--- src/rtl/spi_xchg_pkg.sv ---
// Shared definitions for the Lab407 serial exchange controller: FSM states,
// default word width and the constant MASTER/SLAVE data words.
package spi_xchg_pkg;

   typedef enum logic [2:0] {
      IDLE  = 3'd0,
      SETUP = 3'd1,
      SHIFT = 3'd2,
      HOLD  = 3'd3,
      DONE  = 3'd4
   } xchg_state_e;

   localparam int DEF_DATA_W = 12;

   localparam logic [DEF_DATA_W-1:0] MASTER_WORD = 12'h702;
   localparam logic [DEF_DATA_W-1:0] SLAVE_WORD  = 12'hE6C;

endpackage

--- src/rtl/spi_tick_gen.sv ---
// Half-period tick generator: one-cycle tick every CLK_DIV enabled cycles,
// restarted from zero whenever clr is high.
module spi_tick_gen
   import spi_xchg_pkg::*;
#(
   parameter int CLK_DIV = 4
) (
   input  logic clk,
   input  logic rst_n,
   input  logic clr,
   input  logic en,
   output logic tick
);

   localparam logic [7:0] LAST = 8'(CLK_DIV - 1);

   logic [7:0] r_cnt;

   always_ff @(posedge clk or negedge rst_n) begin
      if (!rst_n) begin
         r_cnt <= 8'd0;
      end else if (clr) begin
         r_cnt <= 8'd0;
      end else if (en) begin
         r_cnt <= (r_cnt == LAST) ? 8'd0 : r_cnt + 8'd1;
      end
   end

   assign tick = en && !clr && (r_cnt == LAST);

endmodule

--- src/rtl/spi_xchg_ctrl.sv ---
// SPI mode-0 master exchange controller: shifts tx_dat out MSB-first while
// shifting the reply in. Define SPI_XCHG_LOOPBACK_EN to add the lpbk input.
module spi_xchg_ctrl
   import spi_xchg_pkg::*;
#(
   parameter int DATA_W  = DEF_DATA_W,
   parameter int CLK_DIV = 4
) (
   input  logic              clk,
   input  logic              rst_n,
   input  logic              start,
   input  logic              abort,
   input  logic [DATA_W-1:0] tx_dat,
   output logic [DATA_W-1:0] rx_dat,
   output logic              busy,
   output logic              done,
   output logic              cs_n,
   output logic              sclk,
   output logic              mosi,
`ifdef SPI_XCHG_LOOPBACK_EN
   input  logic              lpbk,
`endif
   input  logic              miso
);

   localparam logic [5:0] LAST_BIT = 6'(DATA_W - 1);

   xchg_state_e       r_state;
   logic [DATA_W-1:0] r_tx_sh;
   logic [DATA_W-1:0] r_rx_sh;
   logic [DATA_W-1:0] r_rx_dat;
   logic [5:0]        r_bit_cnt;
   logic              r_busy;
   logic              r_done;
   logic              r_cs_n;
   logic              r_sclk;
   logic              r_mosi;

   logic w_tick;
   logic w_active;
   logic w_abort;
   logic w_last_bit;
   logic w_sample;

   assign w_active   = (r_state == SETUP) || (r_state == SHIFT) || (r_state == HOLD);
   assign w_abort    = abort && w_active;
   assign w_last_bit = (r_bit_cnt == LAST_BIT);

`ifdef SPI_XCHG_LOOPBACK_EN
   assign w_sample = lpbk ? r_mosi : miso;
`else
   assign w_sample = miso;
`endif

   spi_tick_gen #(
      .CLK_DIV (CLK_DIV)
   ) u_tick (
      .clk   (clk),
      .rst_n (rst_n),
      .clr   (r_state == IDLE),
      .en    (w_active),
      .tick  (w_tick)
   );

   // sclk rises on a tick while low and falls on a tick while high; the
   // DATA_W-th falling edge ends the shift phase without another tx shift.
   always_ff @(posedge clk or negedge rst_n) begin
      if (!rst_n) begin
         r_state   <= IDLE;
         r_rx_dat  <= '0;
         r_bit_cnt <= 6'd0;
         r_busy    <= 1'b0;
         r_done    <= 1'b0;
         r_cs_n    <= 1'b1;
         r_sclk    <= 1'b0;
         r_mosi    <= 1'b0;
      end else if (w_abort) begin
         r_state   <= IDLE;
         r_bit_cnt <= 6'd0;
         r_busy    <= 1'b0;
         r_done    <= 1'b0;
         r_cs_n    <= 1'b1;
         r_sclk    <= 1'b0;
         r_mosi    <= 1'b0;
      end else begin
         r_done <= 1'b0;
         case (r_state)
            IDLE: begin
               r_cs_n <= 1'b1;
               r_sclk <= 1'b0;
               r_mosi <= 1'b0;
               if (start && !abort) begin
                  r_state   <= SETUP;
                  r_cs_n    <= 1'b0;
                  r_busy    <= 1'b1;
                  r_bit_cnt <= 6'd0;
                  r_mosi    <= tx_dat[DATA_W-1];
               end
            end
            SETUP: begin
               if (w_tick) r_state <= SHIFT;
            end
            SHIFT: begin
               if (w_tick) begin
                  if (!r_sclk) begin
                     r_sclk <= 1'b1;
                  end else begin
                     r_sclk <= 1'b0;
                     if (w_last_bit) begin
                        r_state <= HOLD;
                     end else begin
                        r_bit_cnt <= r_bit_cnt + 6'd1;
                        r_mosi    <= r_tx_sh[DATA_W-2];
                     end
                  end
               end
            end
            HOLD: begin
               if (w_tick) begin
                  r_state  <= DONE;
                  r_cs_n   <= 1'b1;
                  r_done   <= 1'b1;
                  r_rx_dat <= r_rx_sh;
               end
            end
            DONE: begin
               r_state <= IDLE;
               r_busy  <= 1'b0;
               r_mosi  <= 1'b0;
            end
            default: r_state <= IDLE;
         endcase
      end
   end

   // Shift registers carry data only and are fully reloaded each transfer.
   always_ff @(posedge clk) begin
      if (r_state == IDLE && start) begin
         r_tx_sh <= tx_dat;
      end else if (r_state == SHIFT && w_tick && r_sclk && !w_last_bit) begin
         r_tx_sh <= {r_tx_sh[DATA_W-2:0], 1'b0};
      end
      if (r_state == SHIFT && w_tick && !r_sclk) begin
         r_rx_sh <= {r_rx_sh[DATA_W-2:0], w_sample};
      end
   end

   assign rx_dat = r_rx_dat;
   assign busy   = r_busy;
   assign done   = r_done;
   assign cs_n   = r_cs_n;
   assign sclk   = r_sclk;
   assign mosi   = r_mosi;

endmodule

--- config.mk ---
export PLATFORM = sky130hd
export DESIGN_NAME = spi_xchg_ctrl
export DESIGN_NICKNAME = d
export VERILOG_FILES = /design/src/rtl/spi_xchg_pkg.sv /design/src/rtl/spi_tick_gen.sv /design/src/rtl/spi_xchg_ctrl.sv
export SDC_FILE = /design/constraint.sdc
export NUM_CORES = 1
export LEC_CHECK = 0
export CAP_MARGIN = 20
export CORE_ASPECT_RATIO = 1.75
export CORE_MARGIN = 8
export CORE_UTILIZATION = 54
export DETAILED_ROUTE_END_ITERATION = 6
export PLACE_DENSITY = 0.79
export SYNTH_ARGS = -nofsm -noshare
export SYNTH_HDL_FRONTEND = slang
export SYNTH_SLANG_ARGS = --single-unit
--- constraint.sdc ---
create_clock -name clk -period 4.6 [get_ports clk]
set_clock_uncertainty 0.15 [all_clocks]
set_input_delay 0.46 -clock clk [delete_from_list [all_inputs] [get_ports clk]]
set_output_delay 0.46 -clock clk [all_outputs]
set_load 0.01 [all_outputs]
==> results of run 1 <==
synth_stat cells (all sizes together):
master | n | area, um2
or3 | 3 | 18.77
or2 | 3 | 18.77
xor2 | 4 | 35.03
o31ai | 1 | 7.510
nand2b | 1 | 6.260
o32ai | 1 | 8.760
nor3b | 2 | 15.01
a21oi | 5 | 28.78
o22ai | 1 | 6.260
or2b | 1 | 8.760
or4b | 1 | 13.76
a31oi | 1 | 6.260
o41ai | 2 | 17.52
inv | 4 | 15.01
nand2 | 7 | 26.28
o21ai | 11 | 55.05
buf | 4 | 17.52
a211o | 2 | 17.52
dfrtp | 33 | 825.8
and2 | 1 | 6.260
nand3 | 9 | 45.04
clkbuf | 5 | 18.77
nand4 | 1 | 6.260
dfstp | 1 | 26.28
a32oi | 1 | 8.760
ha | 2 | 25.02
nor2 | 15 | 56.30
xnor2 | 4 | 35.03
nor3 | 3 | 15.01
nor4 | 5 | 46.29
a221oi | 1 | 8.760
o21bai | 1 | 7.510
and3 | 3 | 20.02
a21o | 2 | 16.27
a32o | 1 | 10.01
a31o | 1 | 8.760
nor2b | 3 | 18.77
o22a | 1 | 8.760
mux2 | 22 | 247.7
nand3b | 2 | 15.01
edfxtp | 23 | 690.7
o211ai | 2 | 15.01
registers in the layout (all words and copies together), names as in the netlist, 3 cells and up:
signal and count:
r_tx_sh 11, r_rx_sh 12, r_state 3, r_bit_cnt 6, u_tick.r_cnt 8, rx_dat 12
power groups by stage:
stage               logic (mW)  clock network, mW  registers [mW]
detailed placement      0.0928                  0           0.573
global route             0.102              0.506           0.565
CTS                     0.0938              0.481           0.563
global placement        0.0915                  0           0.572
floorplan               0.0573                  0           0.569
finish                  0.0917              0.472           0.562
routing by layer:
layer,vias up,share of wire
met5,-,0
met4,0,0.030
met3,12,0.052
met2,37,0.52
met1,806,0.40
li1,795,-
through the flow:
stage                     cells  area [um2]  worst slack, ns    util  power (mW)
after floorplan             196        2505            1.314       -      0.6262
after global placement      274        2885            1.619  0.6295      0.6637
after detailed placement    274        2885            1.560  0.6295      0.6655
after CTS                   290        3090            1.560  0.6743       1.138
after global routing        290        3090            1.367  0.6743       1.173
final                       290        3090            1.588  0.6743       1.126
layout make-up:
cell class / count / area share
multi-input cells: 126 / 0.2968
clock inverters: 6 / 0.02186
clock buffers: 10 / 0.04453
repair buffers: 35 / 0.1117
well taps: 52 / 0.02105
inverters: 4 / 0.004858
flip-flops and latches: 57 / 0.4992
worst max path at each step:
stage | to | slack (ns)
2_1_floorplan | r_rx_sh[0] | 1.31
3_3_place_gp | rx_dat[5] | 1.62
3_5_place_dp | rx_dat[0] | 1.56
4_1_cts | rx_dat[0] | 1.56
5_1_grt | rx_dat[10] | 1.37
6_report | rx_dat[0] | 1.59
logic make-up after synthesis:
| logic type | Yosys count |
|---|---|
| simple gates | 60 |
| flops | 57 |
| compound gates | 34 |
| mux | 22 |
| buf+inv | 13 |
| xor+xnor | 8 |
| fa+ha+maj | 2 |
cells in the final DEF, fill, tap and decap left out, drive strengths merged, types with 4 or more instances in the layout:
master         instances
dfrtp                 33
clkdlybuf4s50         33
edfxtp                23
mux2                  22
nor2                  15
o21ai                 11
clkbuf                10
nand3                  9
nand2                  7
a21oi                  5
nor4                   5
inv                    4
xor2                   4
xnor2                  4
==> impl_metrics.yaml, run 1 <==
status:
  status: "finished, final reports clean"
detailed_routing:
  drt_pass1_iterations: 4
  viasPerCell: 5.690
  drc: 0
  totalWireLength_um: 4784
  route.vias.total: 1650
  drt_iter0_drc: 63
  wl_per_cell_um: 16.50
  ant_nets: 0
logic_synthesis:
  yosys.area_share.simple: 0.1344
  syn_inst: 196
  synthXorXnorAreaFrac: 0.02797
  synth.net_count: 215
  synth_mux_area_frac: 0.09890
  syn_area_um2: 2505
  synth_seq_cells: 57
  synth_cell_types: 48
  synth_compound_area_frac: 0.09241
  synthAdderAreaFrac: 0.009990
  syn_avg_cell_area_um2: 12.78
  synth_sequential_area_ratio: 0.6159
  ys_warn_count: 0
  synth_top_family_by_area: "simple AND/OR/NAND/NOR gates"
finish:
  seq_area_um2: 1543
  drive_above_1_share: 0.2143
  fin_nets: 252
  diodes: 0
  multi_input_area_um2: 917.1
  fillers: 351
  areaGrowthSynthToFinish_pct: 23.38
flow_run:
  maxCapViolations: 0
setup_path:
  cp_slowest_stage_delay_ns: 0.71
  critPathArrivalTime_ns: 3.08
  cp_cell_sequence: "ha_1 -> or4b_4 -> nor4_4 -> nand4_1 -> mux2_2"
  start_kind: "flip-flop"
  endpoint_kind: "flip-flop"
  r2r_setup_slack_ns: 1.59
  cp_max_fo: 14
  cp_top_family: "simple AND/OR/NAND/NOR gates"
  crit_slowest_cell: "nand4_1"
  crit_buf_inv: 0
  worstSetupPathDepth: 5
  ff2ff_path_depth: 5
  critPathLaunch: "u_tick.r_cnt[0]"
  required_ns: 4.67
  r2r_end: "rx_dat[0]"
  path_class: "reg -> reg"
  reg2reg_from: "u_tick.r_cnt[0]"
worst_hold_path:
  hp-class: "reg -> reg"
  min_to: "r_rx_sh[1]"
  hp-start: "r_rx_sh[0]"
  hold_depth: 0
die:
  rows: 33
  die_h_um: 106.1
  ioPinCount: 34
  core_area_um2: 4583
  start_util: 0.5465
  die_area_um2: 7160
  die_w_um: 67.49
timing:
  hold_ws_ns: 0.3046
  setup_violations: 0
  fmax_ghz: 0.3321
  maxSlewHeadroom: 0.4353
  worst_pin_slew_ns: 0.8394
  finalCritPeriodShare: 0.6547
  rsz0062_at_grt: "false"
  drv_slew: 0
  fin_setup_tns_ns: 0
  fin_crit_ns: 3.012
  finalHoldViolations: 0
grt:
  first_global_vias: 1724
  use_met1: 0.1659
  met2_usage: 0.2314
  grt_max_degree: 35
  grt_util_met3: 0.05053
  grt_usage: 0.1483
  antenna_found_initial: 0
  grt-ovfl-total: 0
  busiest_layer: "met2"
  grt_pass1_wl_um: 8045
pwr:
  p_switching_mw: 0.2634
  p_seq_frac: 0.499
  peakVddDrop_v: 0.0002874
  comb_power_share: 0.081
  clockPowerShare: 0.419
  p_int_mw: 0.8629
  p_per_area_nw_per_um2: 364.4
  leakagePower_nw: 1.253
  swShare: 0.2339
clock_tree:
  clkTransAtPathRegs_ns: 0.07
  cts.repair.resized: 0
  root_buffer: "clkbuf_8"
  clock_latency_ns: 0.33
  htreeDepth: 3
  numCtsBuffers: 9
  cts_buffer_depth: 2
  cts_sinks: 57
  post_cts_buffers: 0
  cts_hold_buf: 0
  cts_tree: "yes"
place:
  place_hpwl_um: 3334
  gp_congestion: 0.7935
  io_buffers: 33
Note: power is estimated with default switching activity, not from simulation.
==> inputs of run 2 (changes only) <==
CORE_UTILIZATION = 49   (was 54)
PLACE_DENSITY = 0.75   (was 0.79)
clock period = 2.6 ns   (was 4.6 ns; I/O delays follow)
==> impl_metrics.yaml, run 2 (synthesized netlist as in run 1, its figures left out) <==
pwr:
  p_seq_frac: 0.481
  p_per_area_nw_per_um2: 645.4
  comb_power_share: 0.089
  power_mw: 2.062
  swShare: 0.2227
  leakagePower_nw: 1.315
  p_int_mw: 1.602
  peakVddDrop_v: 0.0005317
  p_switching_mw: 0.4592
  clockPowerShare: 0.429
timing:
  maxSlewHeadroom: 0.6967
  hold_ws_ns: 0.1906
  fmax_ghz: 0.3997
  fin_setup_tns_ns: 0
  setup_violations: 0
  finalCritPeriodShare: 0.9623
  finalHoldViolations: 0
  drv_slew: 0
  fin_crit_ns: 2.502
  worst_pin_slew_ns: 0.4550
  rsz0062_at_grt: "false"
clock_tree:
  cts_buffer_depth: 2
  cts.repair.resized: 0
  cts_sinks: 57
  cts_tree: "yes"
  htreeDepth: 3
  cts_hold_buf: 0
  numCtsBuffers: 9
  root_buffer: "clkbuf_8"
  clock_latency_ns: 0.34
  clkTransAtPathRegs_ns: 0.07
  post_cts_buffers: 0
setup_path:
  path_class: "reg -> reg"
  start_kind: "flip-flop"
  cp_slowest_stage_delay_ns: 0.48
  reg2reg_from: "u_tick.r_cnt[0]"
  ff2ff_path_depth: 7
  critPathArrivalTime_ns: 2.58
  crit_slowest_cell: "or4b_4"
  cp_top_family: "simple AND/OR/NAND/NOR gates"
  required_ns: 2.68
  cp_max_fo: 9
  crit_buf_inv: 1
  endpoint_kind: "flip-flop"
  r2r_end: "r_bit_cnt[3]"
  cp_cell_sequence: "ha_1 -> or4b_4 -> nor4_4 -> buf_4 -> a21oi_2 -> or2_1 -> o41ai_1"
  r2r_setup_slack_ns: 0.1
die:
  die_area_um2: 7746
  ioPinCount: 34
  rows: 34
  die_w_um: 70.05
  core_area_um2: 4935
  start_util: 0.5076
  die_h_um: 110.6
finish:
  fin_nets: 262
  fillers: 368
  layout_common_cells: "dfrtp_1, clkdlybuf4s50_1, edfxtp_1, mux2_2, nor2_1"
  diodes: 0
  areaGrowthSynthToFinish_pct: 27.52
  drive_above_1_share: 0.2379
  utilization: 0.6473
grt:
  antenna_found_initial: 0
  grt_max_degree: 35
  busiest_layer: "met2"
  grt_util_met3: 0.04928
  grt_pass1_wl_um: 8549
  grt_usage: 0.1384
  met2_usage: 0.2247
  grt-ovfl-total: 0
  first_global_vias: 1802
  use_met1: 0.1483
detailed_routing:
  wl_per_cell_um: 17.33
  totalWireLength_um: 5235
  ant_nets: 0
  drt_iter0_drc: 93
  drt_pass1_iterations: 4
  route.vias.total: 1728
  drc: 0
  viasPerCell: 5.722
flow_run:
  maxCapViolations: 0
status:
  status: "finished, final reports clean"
place:
  place_hpwl_um: 3442
  gp_congestion: 0.8281
  io_buffers: 33
worst_hold_path:
  hp-class: "in -> async"
run 2: through the flow:
step	area [um2]	setup WS, ns	std cells
2_1_floorplan	2520	0.03316	196
3_3_place_gp	2984	0.1443	286
3_5_place_dp	2984	0.06702	286
4_1_cts	3194	0.06883	302
5_1_grt	3194	0.009793	302
6_report	3194	0.09808	302
run 2: final cells by class:
class | instances | area [um2] | share of cell area
clock buffer | 10 | 127.6 | 0.03995
clock inverter | 6 | 82.58 | 0.02585
inverter | 4 | 15.01 | 0.004700
multi-input combinational | 126 | 925.9 | 0.2899
sequential | 57 | 1543 | 0.4830
tap | 54 | 67.56 | 0.02115
timing repair buffer | 45 | 432.9 | 0.1355
run 2: power groups by stage:
stage	sequential [mW]	clock [mW]	combinational, mW
after global placement	1.01	0	0.179
after global routing	0.995	0.938	0.202
after detailed placement	1.01	0	0.184
after floorplan	1.01	0	0.102
after CTS	0.992	0.902	0.186
final	0.992	0.885	0.184
run 2: per-layer routing:
layer	vias to the layer above	wire length (um)
met2	45	2765
met1	849	2093
met3	14	232
met4	0	144
li1	820	-
met5	-	0
run 2: worst max-delay path by stage:
| stage | startpoint | endpoint | slack (ns) | cells past startpoint |
|---|---|---|---|---|
| finish | u_tick.r_cnt[0] | r_bit_cnt[3] | 0.1 | 7 |
| global route | u_tick.r_cnt[0] | r_bit_cnt[3] | 0.01 | 7 |
| CTS | u_tick.r_cnt[0] | r_bit_cnt[3] | 0.07 | 7 |
| detailed placement | abort | r_bit_cnt[3] | 0.07 | 6 |
| global placement | abort | r_bit_cnt[3] | 0.14 | 6 |
| floorplan | u_tick.r_cnt[0] | r_rx_sh[0] | 0.03 | 5 |
